--- src/rtl/alu_arbiter_if.sv ---
// alu_arbiter_if: request/response bundle between requesters and the shared ALU.
// master = requester/consumer side, slave = arbiter side.
interface alu_arbiter_if #(
    parameter int NUM_REQ = 4
);
    localparam int ID_W = $clog2(NUM_REQ);

    logic [NUM_REQ-1:0]   req_valid;
    logic [NUM_REQ-1:0]   req_ready;
    logic [8*NUM_REQ-1:0] req_a;
    logic [8*NUM_REQ-1:0] req_b;
    logic [3*NUM_REQ-1:0] req_op;

    logic            rsp_valid;
    logic            rsp_ready;
    logic [ID_W-1:0] rsp_id;
    logic [7:0]      rsp_result;
    logic            rsp_zero;
    logic            rsp_err;

    modport master (
        output req_valid, req_a, req_b, req_op, rsp_ready,
        input  req_ready, rsp_valid, rsp_id, rsp_result,
        input  rsp_zero, rsp_err
    );

    modport slave (
        input  req_valid, req_a, req_b, req_op, rsp_ready,
        output req_ready, rsp_valid, rsp_id, rsp_result,
        output rsp_zero, rsp_err
    );
endinterface

--- src/rtl/alu_arbiter.sv ---
// alu_arbiter: round-robin sharing of one 8-bit ALU among NUM_REQ requesters.
// Grant -> EXEC (compute) -> RESP (hold registered result until accepted).
module alu_arbiter #(
    parameter int NUM_REQ = 4
) (
    input  logic       clk,
    input  logic       rst,
    alu_arbiter_if.slave bus,
    output logic       busy
);
    localparam int ID_W = $clog2(NUM_REQ);

    typedef enum logic [1:0] {
        IDLE = 2'd0,
        EXEC = 2'd1,
        RESP = 2'd2
    } state_t;

    state_t state, state_n;

    logic [ID_W-1:0] last_grant;

    logic            win_ok;
    logic [ID_W-1:0] win_id;
    logic [7:0]      win_a;
    logic [7:0]      win_b;
    logic [2:0]      win_op;
    logic            grant;

    logic [7:0]      cap_a;
    logic [7:0]      cap_b;
    logic [2:0]      cap_op;
    logic [ID_W-1:0] cap_id;

    logic [7:0]      alu_y;
    logic            alu_err;

    logic [7:0]      res_q;
    logic            zero_q;
    logic            err_q;
    logic [ID_W-1:0] id_q;

    // Round-robin pick: nearest valid requester after last_grant wins.
    always_comb begin
        win_ok = 1'b0;
        win_id = '0;
        win_a  = '0;
        win_b  = '0;
        win_op = '0;
        for (int k = NUM_REQ; k >= 1; k--) begin
            for (int i = 0; i < NUM_REQ; i++) begin
                if (bus.req_valid[i] &&
                    i == (int'(last_grant) + k) % NUM_REQ) begin
                    win_ok = 1'b1;
                    win_id = ID_W'(i);
                    win_a  = bus.req_a[8*i +: 8];
                    win_b  = bus.req_b[8*i +: 8];
                    win_op = bus.req_op[3*i +: 3];
                end
            end
        end
    end

    // A grant only happens when the single operand slot is free.
    always_comb begin
        grant = !rst && win_ok &&
                (state == IDLE || (state == RESP && bus.rsp_ready));
        bus.req_ready = '0;
        if (grant)
            bus.req_ready = NUM_REQ'(1) << win_id;
    end

    // Next-state logic.
    always_comb begin
        state_n = state;
        unique case (state)
            IDLE: if (grant) state_n = EXEC;
            EXEC: state_n = RESP;
            RESP: if (bus.rsp_ready) state_n = grant ? EXEC : IDLE;
            default: state_n = IDLE;
        endcase
    end

    // ALU on the captured operands; illegal opcodes yield 0 with err.
    always_comb begin
        alu_y   = 8'h00;
        alu_err = 1'b0;
        unique case (cap_op)
            3'b000: alu_y = cap_a + cap_b;
            3'b001: alu_y = cap_a - cap_b;
            3'b010: alu_y = cap_a & cap_b;
            3'b011: alu_y = cap_a | cap_b;
            3'b100: alu_y = cap_a ^ cap_b;
            3'b101: alu_y = ~(cap_a | cap_b);
            default: alu_err = 1'b1;
        endcase
    end

    // State register and round-robin pointer.
    always_ff @(posedge clk or posedge rst) begin
        if (rst) begin
            state      <= IDLE;
            last_grant <= ID_W'(NUM_REQ - 1);
        end else begin
            state <= state_n;
            if (grant)
                last_grant <= win_id;
        end
    end

    // Operand capture on grant, result load in EXEC.
    always_ff @(posedge clk or posedge rst) begin
        if (rst) begin
            cap_a  <= '0;
            cap_b  <= '0;
            cap_op <= '0;
            cap_id <= '0;
            res_q  <= '0;
            zero_q <= 1'b0;
            err_q  <= 1'b0;
            id_q   <= '0;
        end else begin
            if (grant) begin
                cap_a  <= win_a;
                cap_b  <= win_b;
                cap_op <= win_op;
                cap_id <= win_id;
            end
            if (state == EXEC) begin
                res_q  <= alu_y;
                zero_q <= (alu_y == 8'h00);
                err_q  <= alu_err;
                id_q   <= cap_id;
            end
        end
    end

    assign bus.rsp_valid  = (state == RESP);
    assign bus.rsp_result = res_q;
    assign bus.rsp_zero   = zero_q;
    assign bus.rsp_err    = err_q;
    assign bus.rsp_id     = id_q;
    assign busy           = (state != IDLE);
endmodule

--- src/flat_wrapper.sv ---
// flat-port wrapper written by rule: the top's interface ports become plain ports
module alu_arbiter_flat 
#(
    parameter int NUM_REQ = 4
)
  (clk, rst, busy, bus_req_valid, bus_req_a, bus_req_b, bus_req_op, bus_rsp_ready, bus_req_ready, bus_rsp_valid, bus_rsp_id, bus_rsp_result, bus_rsp_zero, bus_rsp_err);
  alu_arbiter_if #(.NUM_REQ(NUM_REQ)) bus_i ();
  input  logic clk;
  input  logic rst;
  output logic busy;
  input wire logic [$bits(bus_i.req_valid)-1:0] bus_req_valid;
  input wire logic [$bits(bus_i.req_a)-1:0] bus_req_a;
  input wire logic [$bits(bus_i.req_b)-1:0] bus_req_b;
  input wire logic [$bits(bus_i.req_op)-1:0] bus_req_op;
  input wire logic [$bits(bus_i.rsp_ready)-1:0] bus_rsp_ready;
  output wire logic [$bits(bus_i.req_ready)-1:0] bus_req_ready;
  output wire logic [$bits(bus_i.rsp_valid)-1:0] bus_rsp_valid;
  output wire logic [$bits(bus_i.rsp_id)-1:0] bus_rsp_id;
  output wire logic [$bits(bus_i.rsp_result)-1:0] bus_rsp_result;
  output wire logic [$bits(bus_i.rsp_zero)-1:0] bus_rsp_zero;
  output wire logic [$bits(bus_i.rsp_err)-1:0] bus_rsp_err;
  assign bus_i.req_valid = bus_req_valid;
  assign bus_i.req_a = bus_req_a;
  assign bus_i.req_b = bus_req_b;
  assign bus_i.req_op = bus_req_op;
  assign bus_i.rsp_ready = bus_rsp_ready;
  assign bus_req_ready = bus_i.req_ready;
  assign bus_rsp_valid = bus_i.rsp_valid;
  assign bus_rsp_id = bus_i.rsp_id;
  assign bus_rsp_result = bus_i.rsp_result;
  assign bus_rsp_zero = bus_i.rsp_zero;
  assign bus_rsp_err = bus_i.rsp_err;
  alu_arbiter #(.NUM_REQ(NUM_REQ)) u_core (.clk(clk), .rst(rst), .bus(bus_i), .busy(busy));
endmodule
--- config.mk ---
export PLATFORM = sky130hd
export DESIGN_NAME = alu_arbiter_flat
export DESIGN_NICKNAME = d
export VERILOG_FILES = /design/src/rtl/alu_arbiter_if.sv /design/src/rtl/alu_arbiter.sv /design/src/flat_wrapper.sv
export SDC_FILE = /design/constraint.sdc
export NUM_CORES = 1
export LEC_CHECK = 0
export ABC_CLOCK_PERIOD_IN_PS = 6500
export CAP_MARGIN = 20
export CELL_PAD_IN_SITES_DETAIL_PLACEMENT = 0
export CELL_PAD_IN_SITES_GLOBAL_PLACEMENT = 2
export CORE_UTILIZATION = 32
export CTS_BUF_LIST = sky130_fd_sc_hd__clkbuf_4
export CTS_CLUSTER_DIAMETER = 80
export DETAILED_ROUTE_END_ITERATION = 12
export PLACE_DENSITY = 0.92
export REMOVE_ABC_BUFFERS = 1
export SETUP_SLACK_MARGIN = 0.2
export SLEW_MARGIN = 40
export SYNTH_ARGS = -nofsm -noshare
export SYNTH_HDL_FRONTEND = slang
export SYNTH_SLANG_ARGS = --single-unit
--- constraint.sdc ---
create_clock -name clk -period 6.5 [get_ports clk]
set_input_delay 1.95 -clock clk [delete_from_list [all_inputs] [get_ports clk]]
set_output_delay 1.95 -clock clk [all_outputs]
set_load 0.01 [all_outputs]
## Word-level counts from Yosys, hierarchy flattened

Cells that the tools add are included.

- Bits in latches: 0
- Memories: 0
- Input bits: 83
- Memory bits (read-only): 0
- Logic and storage cells: 167
- Register bits: 37
- Output and inout port bits: 18
- Memory bits (writable): 0

- Add/sub/neg operators: 6
- Shifts and indexed selects: 1
- Divide/modulo/power cells: 0
- Multiplexer cells: 86
- Magnitude comparators: 0
- Reductions and logical operators: 35
- Multiply operators: 0
- Bitwise logic cells: 8
- Eq/ne operators: 21

Operators with widths:

| cell | count |
|---|---|
| $mux 8 | 32 |
| $logic_not 32->1 | 4 |
| $mux 3 | 16 |
| $pmux 8 s6 | 1 |
| $mux 2 | 16 |
| $eq 3x3->1 const A | 8 |
| $logic_and 1x1->1 | 19 |
| $mux 1 | 19 |
| $eq 2x3->1 const A | 4 |
| $add 8x8->8 | 1 |
| $and 8x8->8 | 1 |
| $logic_not 8->1 | 1 |
| $not 8->8 | 1 |
| $or 8x8->8 | 1 |
| $reduce_or 2->1 | 4 |
| $sub 8x8->8 | 1 |
| $xor 8x8->8 | 1 |
| $eq 3x2->1 const B | 2 |
| $eq 3x3->1 const B | 2 |
| $pmux 2 s3 | 1 |
| $reduce_or 6->1 | 1 |
| $add 2x1->2 const B | 2 |
| $add 2x2->2 const B | 2 |
| $and 1x1->1 const A | 4 |
| other kinds (13) | 13 |

## Longest topological paths before layout

Gate-level depths: netlist of the first run.

- Depth after elaboration: 26
- Depth in mapped cells: 11
- Gate-level depth less buffers: 11

## Worst setup path after synthesis of the first run

OpenSTA, ideal clock, no wires.

- Kind: input to output
- Start point: input bus_req_valid[3]
- End point: output bus_req_ready[2]
- Stages on the path: 6
- Buffers on the path: 3
- Setup slack: 1.321 ns
- Arrival: 3.229 ns
- Required time: 4.550 ns
- Path through: buf_2 -> nor4_1 -> or4_1 -> buf_6 -> clkbuf_1 -> nor3_1

- Word-level cells in the longest chain between the ends: 17
- Elaborated cells between the ends (all ways): 34
- Classes of those cells: shift: 1; mux: 27; reduce/logical: 6

RTL lines:

| what | line | source |
|---|---|---|
| start, declared | flat_wrapper.sv:11 | `input wire logic [$bits(bus_i.req_valid)-1:0] bus_req_valid;` |
| $logic_and 1x1->1 | alu_arbiter.sv:52 | `if (bus.req_valid[i] &&` |
| $mux 1 (13 in series) | alu_arbiter.sv:52 |  |
| $logic_and 1x1->1 (2 in series) | alu_arbiter.sv:66 | `grant = !rst && win_ok &&` |
| $mux 4 (*) | alu_arbiter.sv:69 | `if (grant)` |
| end, declared | flat_wrapper.sv:16 | `output wire logic [$bits(bus_i.req_ready)-1:0] bus_req_ready;` |

Mark *: on every way between the ends. The rest lies on a longest branch, timed or not.

## Worst setup path after layout of the first run

- Start point: input bus_req_valid[3]
- End point: output bus_req_ready[3]

The elaborated chain is that of the path after synthesis.

==> summary.json, run 1 <==
{
  "outcome": {"value": "complete, but fails checks"},
  "violations": {"value": "design-rule violations"},
  "vias_in_the_first_global_route": {"value": 5427},
  "critical_path.max_fanout": {"value": 6},
  "synthesis.area": {"value": 4860, "unit": "um2"},
  "io_pins": {"value": 101},
  "post_cts.resized_instances": {"value": 0},
  "drt_first_iter_violations": {"value": 523},
  "clockBufferDepth": {"value": 2},
  "mean_cell_area_of_the_mapped_netlist": {"value": 7.13, "unit": "um2"},
  "postSynth.topFlopCell": {"value": "sky130_fd_sc_hd__dfrtp_1"},
  "cts_root_buf": {"value": "sky130_fd_sc_hd__clkbuf_4"},
  "antenna_found_initial": {"value": 0},
  "placementRows": {"value": 44},
  "first_pass_grt_wire_length": {"value": 29100, "unit": "um"},
  "timing_worst_setup_path_type": {"value": "input pin to output port"},
  "footprint_of_the_multi_input_gates": {"value": 3530, "unit": "um2"},
  "worst_ep_required_time": {"value": 4.55, "unit": "ns"},
  "final.fill_count": {"value": 1487},
  "clock_insertion_delay_worst_skew": {"value": 0.34, "unit": "ns"},
  "setup-violations-final": {"value": 0},
  "globalRoute.totalOverflow": {"value": 0},
  "die_h": {"value": 125, "unit": "um"},
  "grt_start_max_net_pins": {"value": 45},
  "yosysSeqAreaShare": {"value": 19.1, "unit": "%"},
  "critical_path.endpoint_type": {"value": "output port"},
  "synth.yosys.warnings": {"value": 0},
  "slew-limit-headroom": {"value": 45.8, "unit": "%"},
  "numPortBuffers": {"value": 100},
  "finalCritPeriodShare": {"value": 93.8, "unit": "%"},
  "route.antenna.remaining_nets": {"value": 0},
  "totalWireLength": {"value": 18700, "unit": "um"},
  "synth-edff-count": {"value": 0},
  "final_period_minus_worst_setup_slack": {"value": 6.10, "unit": "ns"},
  "p_leak": {"value": 2.37, "unit": "nW"},
  "die_area": {"value": 15700, "unit": "um2"},
  "max_freq": {"value": 164, "unit": "MHz"},
  "grt_usage": {"value": 22.9, "unit": "%"},
  "fin_total_pwr": {"value": 2.67, "unit": "mW"},
  "h-tree-depth": {"value": 2},
  "initial_utilization": {"value": 33.1, "unit": "%"},
  "ir_worst_vdd": {"value": 0.169, "unit": "mV"},
  "netlist_cell_types": {"value": 66},
  "synth.top_cell.area_share": {"value": 18.0, "unit": "%"},
  "drv_cap": {"value": 0},
  "holdBufCountCts": {"value": 0},
  "worstPathArrival": {"value": 4.15, "unit": "ns"},
  "place.gp.congestion": {"value": 0.924},
  "synthDominantAreaCellType": {"value": "sky130_fd_sc_hd__dfrtp_1"},
  "synth.ff_latch_count": {"value": 37},
  "setup.worst_path.start_class": {"value": "input pin"},
  "viasPerCell": {"value": 6.27},
  "synthCells": {"value": 682},
  "tritoncts": {"value": "built"},
  "final_max_slew_viol_count": {"value": 0},
  "first_pass_iteration_count_of_the_detailed_router": {"value": 9},
  "post_synth_main_area_contributors": {"value": "sky130_fd_sc_hd__dfrtp_1 18%, sky130_fd_sc_hd__a21oi_1 7.9%, sky130_fd_sc_hd__nor2_1 6.6%"},
  "drc": {"value": 6},
  "p_r_area_growth_vs_syn": {"value": 25.4, "unit": "%"},
  "clock_sink_total": {"value": 37},
  "dp_cells": {"value": 924},
  "worst_path_clk_slew": {"value": 0.12, "unit": "ns"},
  "fin_tns_setup": {"value": 0, "unit": "ns"},
  "worst-r2r-setup-slack": {"value": 3.16, "unit": "ns"},
  "cts_buffers": {"value": 5},
  "final-seq-area": {"value": 928, "unit": "um2"},
  "fin_worst_skew": {"value": 0.00808, "unit": "ns"},
  "detailed_place_hpwl": {"value": 12800, "unit": "um"},
  "timing_worst_slew_pin_value": {"value": 0.811, "unit": "ns"},
  "power_density": {"value": 439, "unit": "nW/um2"},
  "post_route_insts_no_fill": {"value": 933},
  "timing.final.hold_violations": {"value": 0},
  "insertedDiodeCount": {"value": 0},
  "placement.setup.worst_slack": {"value": 0.363, "unit": "ns"},
  "rsz_0062_raised_after_global_routing": {"value": "false"},
  "post_cts_repair_setup_buffers": {"value": 0},
  "post_route_cells_drive_above_1_share": {"value": 7.48, "unit": "%"},
  "detailroute.via_count": {"value": 5852},
  "post_drt_wl_per_cell": {"value": 20.0, "unit": "um"},
  "postLayoutSetupSlackWorst": {"value": 0.401, "unit": "ns"},
  "share_of_flip_flops_with_an_asynchronous_set_or_reset": {"value": 100, "unit": "%"},
  "fin_nets": {"value": 856},
  "overall_die_width": {"value": 125, "unit": "um"},
  "hold_wc_path_type": {"value": "flop to flop"},
  "floorplan.core_area": {"value": 14700, "unit": "um2"}
}
-- synthesized netlist by cell type, drive strengths merged, types with 2 or more instances --
library cell   n
nand2b         6
a211o         17
a211oi         3
clkbuf        32
o31ai          3
inv           44
xnor2         11
nor2          85
a22oi         35
clkinv         3
nor3           6
a31oi          2
dfstp          2
a221o         18
buf           27
nand4          2
a221oi         7
dfrtp         35
o2111ai        2
o221ai         5
a21o           5
nand2         45
a21boi         2
and2           4
a311oi        16
nor2b          8
nand3         14
or2            2
a2111oi        2
nand4b         3
mux2i          5
ha            24
o22ai         38
a21oi         77
o211ai        21
mux2           3
nor4           3
o21ai         48
-- logic make-up (layout without fill, tap and decap cells) --
kind of cell / Yosys count / after routing / synth area share, %
AND/OR/NAND/NOR: 184 / 184 / 17.4
XOR/XNOR: 12 / 12 / 2.16
adder cells (fa/ha/maj): 25 / 25 / 6.59
flip-flops: 37 / 37 / 19.1
AO/OA/AOI/OAI: 310 / 310 / 43.8
multiplexers: 8 / 8 / 1.73
buffers and inverters: 106 / 173 / 9.24
-- placed cells by master (no fill, tap or decap), types with 6 or more instances in the layout --
master,instances
sky130_fd_sc_hd__nand3_1,12
sky130_fd_sc_hd__a211o_1,17
sky130_fd_sc_hd__clkdlybuf4s50_1,100
sky130_fd_sc_hd__xnor2_1,11
sky130_fd_sc_hd__buf_4,16
sky130_fd_sc_hd__a311oi_1,16
sky130_fd_sc_hd__o21ai_0,38
sky130_fd_sc_hd__a21oi_1,77
sky130_fd_sc_hd__nor2_1,84
sky130_fd_sc_hd__o211ai_1,21
sky130_fd_sc_hd__nand2_1,44
sky130_fd_sc_hd__o22ai_1,38
sky130_fd_sc_hd__a22oi_1,35
sky130_fd_sc_hd__dfrtp_1,35
sky130_fd_sc_hd__clkbuf_4,6
sky130_fd_sc_hd__ha_1,24
sky130_fd_sc_hd__a221oi_1,7
sky130_fd_sc_hd__inv_1,44
sky130_fd_sc_hd__o21ai_2,9
sky130_fd_sc_hd__a221o_1,18
-- power by group --
group / internal (mW) / total (mW) / switching, mW
clock: 0.0843 / 0.168 / 0.0841
sequential: 0.338 / 0.508 / 0.170
combinational: 0.869 / 2.00 / 1.13
total: 1.29 / 2.67 / 1.38
-- final timing paths --
path,start,endpoint,depth (start not counted)
max reg2reg,u_core.cap_op[0],u_core.bus.rsp_result[5],9
max,bus_req_valid[3],bus_req_ready[3],6
min in group asynchronous,rst,u_core.state[0],3
min reg2reg,u_core.bus.rsp_result[1],u_core.bus.rsp_result[1],2
max in group asynchronous,rst,u_core.cap_b[0],3
min,u_core.bus.rsp_result[1],u_core.bus.rsp_result[1],2
-- registers in the layout, summed over array words and instances, names as in the netlist --
register               count
u_core.last_grant          2
u_core.cap_a               8
u_core.bus.rsp_err         1
u_core.cap_op              3
u_core.state               2
u_core.cap_b               8
u_core.bus.rsp_id          2
u_core.bus.rsp_result      8
u_core.bus.rsp_zero        1
u_core.cap_id              2
-- stage by stage --
step	area (um2)	util [%]	hold WS [ns]
5_1_grt	6090	41.5	0.513
3_3_place_gp	5960	40.5	0.457
3_5_place_dp	6000	40.8	0.463
6_report	6090	41.5	0.486
4_1_cts	6080	41.4	0.493
2_1_floorplan	4590	-	0.439
-- metal layers --
layer  GRT usage [%]  share of wire, %
met3            2.70               7.7
met1            31.3                45
met2            37.8                45
met5               0                 0
met4            7.03               2.2
-- cell type report --
class	instances	share of cell area, %
inverters	47	2.98
repair buffers	118	18.8
flip-flops and latches	37	15.2
clock inverters	2	0.554
well taps	184	3.78
multi-input cells	539	58.0
clock buffers	6	0.739
-- worst max-delay path, cell delays in order --
cell and delay [ns]:
sky130_fd_sc_hd__clkdlybuf4s50_1 0.62, sky130_fd_sc_hd__nor4_1 0.12, sky130_fd_sc_hd__or4_1 0.53, sky130_fd_sc_hd__nor2_1 0.23
sky130_fd_sc_hd__and2_1 0.16, sky130_fd_sc_hd__clkdlybuf4s50_1 0.53
Power figures use the tool's default switching activity.
==> run 2, diff against run 1 <==
--- a/config.mk
+++ b/config.mk
@@ -5,6 +5,7 @@
 export SDC_FILE = /design/constraint.sdc
 export NUM_CORES = 1
 export LEC_CHECK = 0
+export ABC_AREA = 0
 export ABC_CLOCK_PERIOD_IN_PS = 6500
 export CAP_MARGIN = 20
 export CELL_PAD_IN_SITES_DETAIL_PLACEMENT = 0
@@ -15,7 +16,8 @@
 export DETAILED_ROUTE_END_ITERATION = 12
 export PLACE_DENSITY = 0.92
 export REMOVE_ABC_BUFFERS = 1
-export SETUP_SLACK_MARGIN = 0.2
+export SETUP_SLACK_MARGIN = 0.1
+export SKIP_LAST_GASP = 1
 export SLEW_MARGIN = 40
 export SYNTH_ARGS = -nofsm -noshare
 export SYNTH_HDL_FRONTEND = slang
==> results of run 2 <==
The final DEF is identical to that of run 1; final timing and power are the same.
